<file path="src/rtl/axi_lite_pkg.sv">
// Shared constants and state types for the AXI-Lite demux.
package axi_lite_pkg;

  localparam logic [1:0] RESP_OKAY   = 2'b00;
  localparam logic [1:0] RESP_SLVERR = 2'b10;
  localparam logic [1:0] RESP_DECERR = 2'b11;

  typedef enum logic [1:0] {
    W_IDLE,
    W_FWD,
    W_RESP,
    W_ERR
  } w_state_e;

  typedef enum logic [1:0] {
    R_IDLE,
    R_FWD,
    R_DATA,
    R_ERR
  } r_state_e;

  // Width of a slave index; a single slave still gets a 1-bit index.
  function automatic int sel_width(input int n);
    return (n > 1) ? $clog2(n) : 1;
  endfunction

endpackage

</file>
<file path="src/rtl/axi_lite_addr_decode.sv">
// Combinational address decoder: lowest-index matching region wins.
module axi_lite_addr_decode
  import axi_lite_pkg::*;
#(
  parameter int ADDR_WIDTH = 32,
  parameter int NUM_SLAVES = 4,
  parameter logic [NUM_SLAVES*ADDR_WIDTH-1:0] BASE_ADDRS = '0,
  parameter logic [NUM_SLAVES*ADDR_WIDTH-1:0] ADDR_MASKS = '0,
  localparam int SEL_W = sel_width(NUM_SLAVES)
) (
  input  logic [ADDR_WIDTH-1:0] addr,
  output logic [SEL_W-1:0]      sel,
  output logic                  hit
);

  // Scan from the top down so the lowest matching index is the last writer.
  always_comb begin
    sel = '0;
    hit = 1'b0;
    for (int i = NUM_SLAVES - 1; i >= 0; i--) begin
      if ((addr & ADDR_MASKS[i*ADDR_WIDTH +: ADDR_WIDTH]) ==
          BASE_ADDRS[i*ADDR_WIDTH +: ADDR_WIDTH]) begin
        hit = 1'b1;
        sel = SEL_W'(i);
      end
    end
  end

endmodule

</file>
<file path="src/rtl/axi_lite_demux_n.sv">
// AXI-Lite 1-to-N address-decoding router, one outstanding read and write.
//
// state  | meaning
// W_IDLE | collecting AW and W into holding regs (either order)
// W_FWD  | presenting AW/W to the selected slave until each handshakes
// W_RESP | passing B back from the selected slave
// W_ERR  | local DECERR write response, no downstream traffic
// R_IDLE | accepting AR
// R_FWD  | presenting AR to the selected slave
// R_DATA | passing R back from the selected slave
// R_ERR  | local DECERR read response with zero data
module axi_lite_demux_n
  import axi_lite_pkg::*;
#(
  parameter int ADDR_WIDTH = 32,
  parameter int DATA_WIDTH = 32,
  parameter int NUM_SLAVES = 4,
  parameter logic [NUM_SLAVES*ADDR_WIDTH-1:0] BASE_ADDRS = '0,
  parameter logic [NUM_SLAVES*ADDR_WIDTH-1:0] ADDR_MASKS = '0,
  localparam int STRB_W = DATA_WIDTH / 8,
  localparam int SEL_W  = sel_width(NUM_SLAVES)
) (
  input  logic                             clk,
  input  logic                             rst,
  input  logic [ADDR_WIDTH-1:0]            s_awaddr,
  input  logic                             s_awvalid,
  output logic                             s_awready,
  input  logic [DATA_WIDTH-1:0]            s_wdata,
  input  logic [STRB_W-1:0]                s_wstrb,
  input  logic                             s_wvalid,
  output logic                             s_wready,
  output logic [1:0]                       s_bresp,
  output logic                             s_bvalid,
  input  logic                             s_bready,
  input  logic [ADDR_WIDTH-1:0]            s_araddr,
  input  logic                             s_arvalid,
  output logic                             s_arready,
  output logic [DATA_WIDTH-1:0]            s_rdata,
  output logic [1:0]                       s_rresp,
  output logic                             s_rvalid,
  input  logic                             s_rready,
  output logic [ADDR_WIDTH-1:0]            m_awaddr,
  output logic [DATA_WIDTH-1:0]            m_wdata,
  output logic [STRB_W-1:0]                m_wstrb,
  output logic [ADDR_WIDTH-1:0]            m_araddr,
  output logic [NUM_SLAVES-1:0]            m_awvalid,
  output logic [NUM_SLAVES-1:0]            m_wvalid,
  output logic [NUM_SLAVES-1:0]            m_arvalid,
  output logic [NUM_SLAVES-1:0]            m_bready,
  output logic [NUM_SLAVES-1:0]            m_rready,
  input  logic [NUM_SLAVES-1:0]            m_awready,
  input  logic [NUM_SLAVES-1:0]            m_wready,
  input  logic [NUM_SLAVES-1:0]            m_arready,
  input  logic [NUM_SLAVES-1:0]            m_bvalid,
  input  logic [NUM_SLAVES-1:0]            m_rvalid,
  input  logic [2*NUM_SLAVES-1:0]          m_bresp,
  input  logic [DATA_WIDTH*NUM_SLAVES-1:0] m_rdata,
  input  logic [2*NUM_SLAVES-1:0]          m_rresp
);

  // Upstream readies stay low for the first cycle out of reset.
  logic rdy_en_q, rdy_en_d;

  w_state_e                w_state_q, w_state_d;
  logic                    aw_held_q, aw_held_d;
  logic                    w_held_q, w_held_d;
  logic                    aw_done_q, aw_done_d;
  logic                    w_done_q, w_done_d;
  logic [ADDR_WIDTH-1:0]   awaddr_q, awaddr_d;
  logic [DATA_WIDTH-1:0]   wdata_q, wdata_d;
  logic [STRB_W-1:0]       wstrb_q, wstrb_d;
  logic [SEL_W-1:0]        wsel_q, wsel_d;

  r_state_e                r_state_q, r_state_d;
  logic [ADDR_WIDTH-1:0]   araddr_q, araddr_d;
  logic [SEL_W-1:0]        rsel_q, rsel_d;

  logic [ADDR_WIDTH-1:0]   aw_dec_addr;
  logic [SEL_W-1:0]        aw_sel, ar_sel;
  logic                    aw_hit, ar_hit;

  // AW may already sit in the holding register when W completes the pair.
  assign aw_dec_addr = aw_held_q ? awaddr_q : s_awaddr;
  assign rdy_en_d    = 1'b1;

  axi_lite_addr_decode #(
    .ADDR_WIDTH (ADDR_WIDTH),
    .NUM_SLAVES (NUM_SLAVES),
    .BASE_ADDRS (BASE_ADDRS),
    .ADDR_MASKS (ADDR_MASKS)
  ) u_aw_decode (
    .addr (aw_dec_addr),
    .sel  (aw_sel),
    .hit  (aw_hit)
  );

  axi_lite_addr_decode #(
    .ADDR_WIDTH (ADDR_WIDTH),
    .NUM_SLAVES (NUM_SLAVES),
    .BASE_ADDRS (BASE_ADDRS),
    .ADDR_MASKS (ADDR_MASKS)
  ) u_ar_decode (
    .addr (s_araddr),
    .sel  (ar_sel),
    .hit  (ar_hit)
  );

  assign m_awaddr = awaddr_q;
  assign m_wdata  = wdata_q;
  assign m_wstrb  = wstrb_q;
  assign m_araddr = araddr_q;

  // Write path: capture AW/W, forward to selected slave, return B.
  always_comb begin
    w_state_d = w_state_q;
    aw_held_d = aw_held_q;
    w_held_d  = w_held_q;
    aw_done_d = aw_done_q;
    w_done_d  = w_done_q;
    awaddr_d  = awaddr_q;
    wdata_d   = wdata_q;
    wstrb_d   = wstrb_q;
    wsel_d    = wsel_q;
    s_awready = 1'b0;
    s_wready  = 1'b0;
    s_bvalid  = 1'b0;
    s_bresp   = RESP_OKAY;
    m_awvalid = '0;
    m_wvalid  = '0;
    m_bready  = '0;
    case (w_state_q)
      W_IDLE: begin
        s_awready = rdy_en_q & ~aw_held_q;
        s_wready  = rdy_en_q & ~w_held_q;
        if (s_awvalid && s_awready) begin
          aw_held_d = 1'b1;
          awaddr_d  = s_awaddr;
        end
        if (s_wvalid && s_wready) begin
          w_held_d = 1'b1;
          wdata_d  = s_wdata;
          wstrb_d  = s_wstrb;
        end
        if (aw_held_d && w_held_d) begin
          aw_held_d = 1'b0;
          w_held_d  = 1'b0;
          aw_done_d = 1'b0;
          w_done_d  = 1'b0;
          if (aw_hit) begin
            wsel_d    = aw_sel;
            w_state_d = W_FWD;
          end else begin
            w_state_d = W_ERR;
          end
        end
      end
      W_FWD: begin
        for (int i = 0; i < NUM_SLAVES; i++) begin
          if (wsel_q == SEL_W'(i)) begin
            m_awvalid[i] = ~aw_done_q;
            m_wvalid[i]  = ~w_done_q;
            if (m_awvalid[i] && m_awready[i]) aw_done_d = 1'b1;
            if (m_wvalid[i] && m_wready[i])   w_done_d  = 1'b1;
          end
        end
        if (aw_done_d && w_done_d) w_state_d = W_RESP;
      end
      W_RESP: begin
        for (int i = 0; i < NUM_SLAVES; i++) begin
          if (wsel_q == SEL_W'(i)) begin
            s_bvalid    = m_bvalid[i];
            s_bresp     = m_bresp[2*i +: 2];
            m_bready[i] = s_bready;
          end
        end
        if (s_bvalid && s_bready) w_state_d = W_IDLE;
      end
      W_ERR: begin
        s_bvalid = 1'b1;
        s_bresp  = RESP_DECERR;
        if (s_bready) w_state_d = W_IDLE;
      end
      default: w_state_d = W_IDLE;
    endcase
  end

  // Read path: capture AR, forward to selected slave, return R.
  always_comb begin
    r_state_d = r_state_q;
    araddr_d  = araddr_q;
    rsel_d    = rsel_q;
    s_arready = 1'b0;
    s_rvalid  = 1'b0;
    s_rresp   = RESP_OKAY;
    s_rdata   = '0;
    m_arvalid = '0;
    m_rready  = '0;
    case (r_state_q)
      R_IDLE: begin
        s_arready = rdy_en_q;
        if (s_arvalid && s_arready) begin
          araddr_d = s_araddr;
          if (ar_hit) begin
            rsel_d    = ar_sel;
            r_state_d = R_FWD;
          end else begin
            r_state_d = R_ERR;
          end
        end
      end
      R_FWD: begin
        for (int i = 0; i < NUM_SLAVES; i++) begin
          if (rsel_q == SEL_W'(i)) begin
            m_arvalid[i] = 1'b1;
            if (m_arready[i]) r_state_d = R_DATA;
          end
        end
      end
      R_DATA: begin
        for (int i = 0; i < NUM_SLAVES; i++) begin
          if (rsel_q == SEL_W'(i)) begin
            s_rvalid    = m_rvalid[i];
            s_rdata     = m_rdata[i*DATA_WIDTH +: DATA_WIDTH];
            s_rresp     = m_rresp[2*i +: 2];
            m_rready[i] = s_rready;
          end
        end
        if (s_rvalid && s_rready) r_state_d = R_IDLE;
      end
      R_ERR: begin
        s_rvalid = 1'b1;
        s_rresp  = RESP_DECERR;
        if (s_rready) r_state_d = R_IDLE;
      end
      default: r_state_d = R_IDLE;
    endcase
  end

  // State and holding registers; reset aborts any transaction in flight.
  always_ff @(posedge clk) begin
    if (rst) begin
      rdy_en_q  <= 1'b0;
      w_state_q <= W_IDLE;
      aw_held_q <= 1'b0;
      w_held_q  <= 1'b0;
      aw_done_q <= 1'b0;
      w_done_q  <= 1'b0;
      awaddr_q  <= '0;
      wdata_q   <= '0;
      wstrb_q   <= '0;
      wsel_q    <= '0;
      r_state_q <= R_IDLE;
      araddr_q  <= '0;
      rsel_q    <= '0;
    end else begin
      rdy_en_q  <= rdy_en_d;
      w_state_q <= w_state_d;
      aw_held_q <= aw_held_d;
      w_held_q  <= w_held_d;
      aw_done_q <= aw_done_d;
      w_done_q  <= w_done_d;
      awaddr_q  <= awaddr_d;
      wdata_q   <= wdata_d;
      wstrb_q   <= wstrb_d;
      wsel_q    <= wsel_d;
      r_state_q <= r_state_d;
      araddr_q  <= araddr_d;
      rsel_q    <= rsel_d;
    end
  end

endmodule

</file>
<file path="config.mk">
export PLATFORM = sky130hd
export DESIGN_NAME = axi_lite_demux_n
export DESIGN_NICKNAME = d
export VERILOG_FILES = /design/src/rtl/axi_lite_pkg.sv /design/src/rtl/axi_lite_addr_decode.sv /design/src/rtl/axi_lite_demux_n.sv
export SDC_FILE = /design/constraint.sdc
export NUM_CORES = 1
export LEC_CHECK = 0
export ABC_AREA = 1
export CORE_AREA = 8 8 164 166
export DETAILED_ROUTE_END_ITERATION = 7
export DIE_AREA = 0 0 172 174
export GPL_ROUTABILITY_DRIVEN = 0
export GPL_TIMING_DRIVEN = 0
export SLEW_MARGIN = 10
export SYNTH_ARGS = -nofsm -noshare
export SYNTH_HDL_FRONTEND = slang
export SYNTH_SLANG_ARGS = --single-unit
export TNS_END_PERCENT = 100
</file>
<file path="constraint.sdc">
create_clock -name clk -period 2.15 [get_ports clk]
set_input_delay 0.3225 -clock clk [delete_from_list [all_inputs] [get_ports clk]]
set_output_delay 0.3225 -clock clk [all_outputs]
set_load 0.005 [all_outputs]
</file>
==> qor.txt <==
status: completed
Worst EP required: 1.83 ns
Finished Core Util: 33.4%
Core Rows: 58
total wire length: 18.1 mm
Seq/Total Area, Yosys: 48.9%
family with the most delay on the worst path: buffers and inverters
CTS Buffer Depth: 2
top-area cell type share of the netlist area: 48.9%
WHS: 0.479 ns
Syn Inst Count: 619
via count: 4840
CP startpoint: r_state_q[0]
crit-path cells: buf_6 > inv_2 > nand2_4 > clkbuf_8 > nor2_1 > clkdlybuf4s50_1
Post-CTS Setup Bufs: 0
Worst Reg-to-Reg Cells: 6
Initial Util: 18.2%
Post-CTS Resized: 16
global route overflow: 0
initial antenna violation count: 1
Mean Syn Cell Area: 7.21 um2
clock buffers created by TritonCTS: 9
H-tree depth: 3
clk_skew: 0.0136 ns
DR DRC count: 0
Reg2Reg Setup Slack: 0.66 ns
CORE AREA: 24500 um2
Yosys reg bits: 109
Clk pwr share: 28.8%
clk_lat worst skew: 0.35 ns
Pins Over Slew Limit: 0
DP Area: 7860 um2
synth-to-layout area growth: 83.9%
Pleak: 3.57 nW
Initial DRC Count: 240
layout cells sized above 1: 7.75%
top_reg_cell synth: dfxtp_1
Crit. End Element: output pin
Fmax achieved: 486 MHz
first-pass GRT wire length: 27.3 mm
Clock transition at path regs: 0.07 ns
Setup CP Type: flop to output pin
CTS tree: done
count leader, synth: nor2_1
CP Data Arrival Time: 1.74 ns
Chip Height: 174 um
nets: 1208
Yosys cell types: 23
vias per inst: 3.81
# diodes: 0
YS warnings: 0
Seq pwr share: 42.4%
RR Startpoint: rdy_en_q
EDFF count, synth: 0
min cycle time layout: 2.06 ns
WP depth: 6
Placed Cells: 1256
die width: 172 um
total clock sinks: 109
cell internal pwr: 3.94 mW
Crit path buffers/inverters: 4
# hold bufs at CTS: 0
M1 GR Usage: 13.2%
largest fanout on the critical path: 10
Async SR Flop Fraction: 0%
Commonest cells post-synth: nor2_1, dfxtp_1, o21ai_0, inv_1, nand2_1
DP Wirelength: 14.6 mm
crit-path max cell delay: 0.53 ns
Comb power frac: 28.8%
Worst Hold Class: flop to flop
busiest grt layer: met2
num ports: 432
filler instances: 2686
CTS Root Cell: clkbuf_16
synthesized area: 4460 um2
Synth area leader: dfxtp_1
Psw: 1.57 mW
PwrDens: 672 nW/um2
met2 GRT Util: 19.6%
final setup vio count: 0
Die ar.: 29900 um2
# Max-Cap Violations: 0
final worst-path cycle share: 95.7%
Design Power: 5.51 mW
Slowest-stage cell, CP: clkdlybuf4s50_1
largest net degree at the start of global routing: 19
DR pass1 iterations: 4
post-route cell area: 8200 um2
met3 Usage GRT: 5.51%
Worst VDD drop: 380 uV
Final Non-Filler Cells: 1272
gr usage total: 11.7%
reg2reg end: m_awaddr[19]
Final Hold Fails: 0
switching part of the total: 28.5%
Antenna Nets Post-Route: 0
top post-synthesis cells by area: dfxtp_1, nor2_1, o21ai_0, inv_1, buf_4
Startpoint Class: flop
post-DR wirelength/cell: 14.3 um
number of global-route vias before repair: 4754
end of the critical path: s_rdata[11]
IO buf count: 293
==> worst min-delay path, stage by stage (launching register included) <==
cell     delay (ns)
dfxtp_1        0.32
nand2_1        0.06
a21oi_1        0.05
==> power by group through the flow <==
| stage | clock network [mW] | logic [mW] | registers, mW |
|---|---|---|---|
| after floorplan | 0 | 0.597 | 2.39 |
| after global placement | 0 | 1.58 | 2.37 |
| after detailed placement | 0 | 1.59 | 2.38 |
| after CTS | 1.67 | 1.62 | 2.34 |
| after global routing | 1.76 | 1.76 | 2.37 |
| final | 1.59 | 1.59 | 2.34 |
==> stage by stage <==
stage | TNS (ns) | worst slack, ns
finish | 0 | 0.0923
global route | -0.00183 | -0.00183
CTS | 0 | 0.00358
detailed placement | -2.90 | -0.332
global placement | -2.06 | -0.326
floorplan | 0 | 0.863
==> flip-flops by register name, summed over array words and instances, names as in the netlist <==
signal	count
w_done_q	1
m_wdata	32
w_state_q	2
r_state_q	2
aw_held_q	1
m_wstrb	4
rdy_en_q	1
aw_done_q	1
w_held_q	1
m_awaddr	32
m_araddr	32
==> worst min-delay path by stage <==
stage | cells after the start | slack, ns | startpoint | end
floorplan | 1 | 0.39 | rst | aw_done_q
global placement | 2 | 0.46 | m_wdata[3] | m_wdata[3]
detailed placement | 2 | 0.47 | m_wdata[1] | m_wdata[1]
CTS | 2 | 0.49 | aw_done_q | aw_done_q
global route | 2 | 0.50 | m_awaddr[27] | m_awaddr[27]
finish | 2 | 0.48 | aw_done_q | aw_done_q
==> placed cells by master (no fill, tap or decap) <==
cell / count
inv_1: 53
nor2_2: 11
a21oi_1: 5
clkbuf_1: 15
dlymetal6s2s_1: 10
clkinv_2: 1
nor2_1: 241
buf_12: 1
o21ai_1: 4
clkbuf_2: 3
clkbuf_16: 9
dfxtp_2: 1
clkdlybuf4s50_1: 280
o21ai_0: 100
a211oi_1: 1
nand2_4: 1
conb_1: 15
clkinv_4: 2
dlygate4sd2_1: 3
nand3_2: 2
nand3_1: 6
nand2_1: 23
nor3_1: 4
inv_6: 2
clkinvlp_4: 2
inv_2: 2
clkbuf_8: 3
nand4_1: 1
nor2_4: 4
dfxtp_1: 108
buf_4: 15
buf_2: 6
buf_6: 8
==> final cells by class <==
cell class              instances  area (um2)  share of cell area (%)
inverters                      56         215                    2.62
well taps                     330         413                    5.03
clock buffers                  10         229                    2.79
plain buffers                  50         362                    4.41
flip-flops and latches        109        2180                    26.6
multi-input cells             418        1800                    22.0
repair buffers                293        2950                    36.0
clock inverters                 6        46.3                   0.564
==> logic make-up (layout without fill, tap and decap cells) <==
kind of cell | after synthesis | after routing | share of synthesized area (%)
AOI/OAI and AO/OA | 110 | 110 | 12.4
buffers and inverters | 106 | 415 | 12.2
DFF | 109 | 109 | 48.9
other | 1 | 15 | 0.0840
and+or+nand+nor | 293 | 293 | 26.4
==> metal layers <==
layer | vias to the layer above | share of wire (%) | wire length (um)
met5 | - | 0.072 | 13
met3 | 14 | 11 | 2060
li1 | 2518 | - | -
met4 | 2 | 0.97 | 176
met2 | 173 | 47 | 8450
met1 | 2133 | 41 | 7440
No activity file was read; power rests on OpenSTA's default activity.
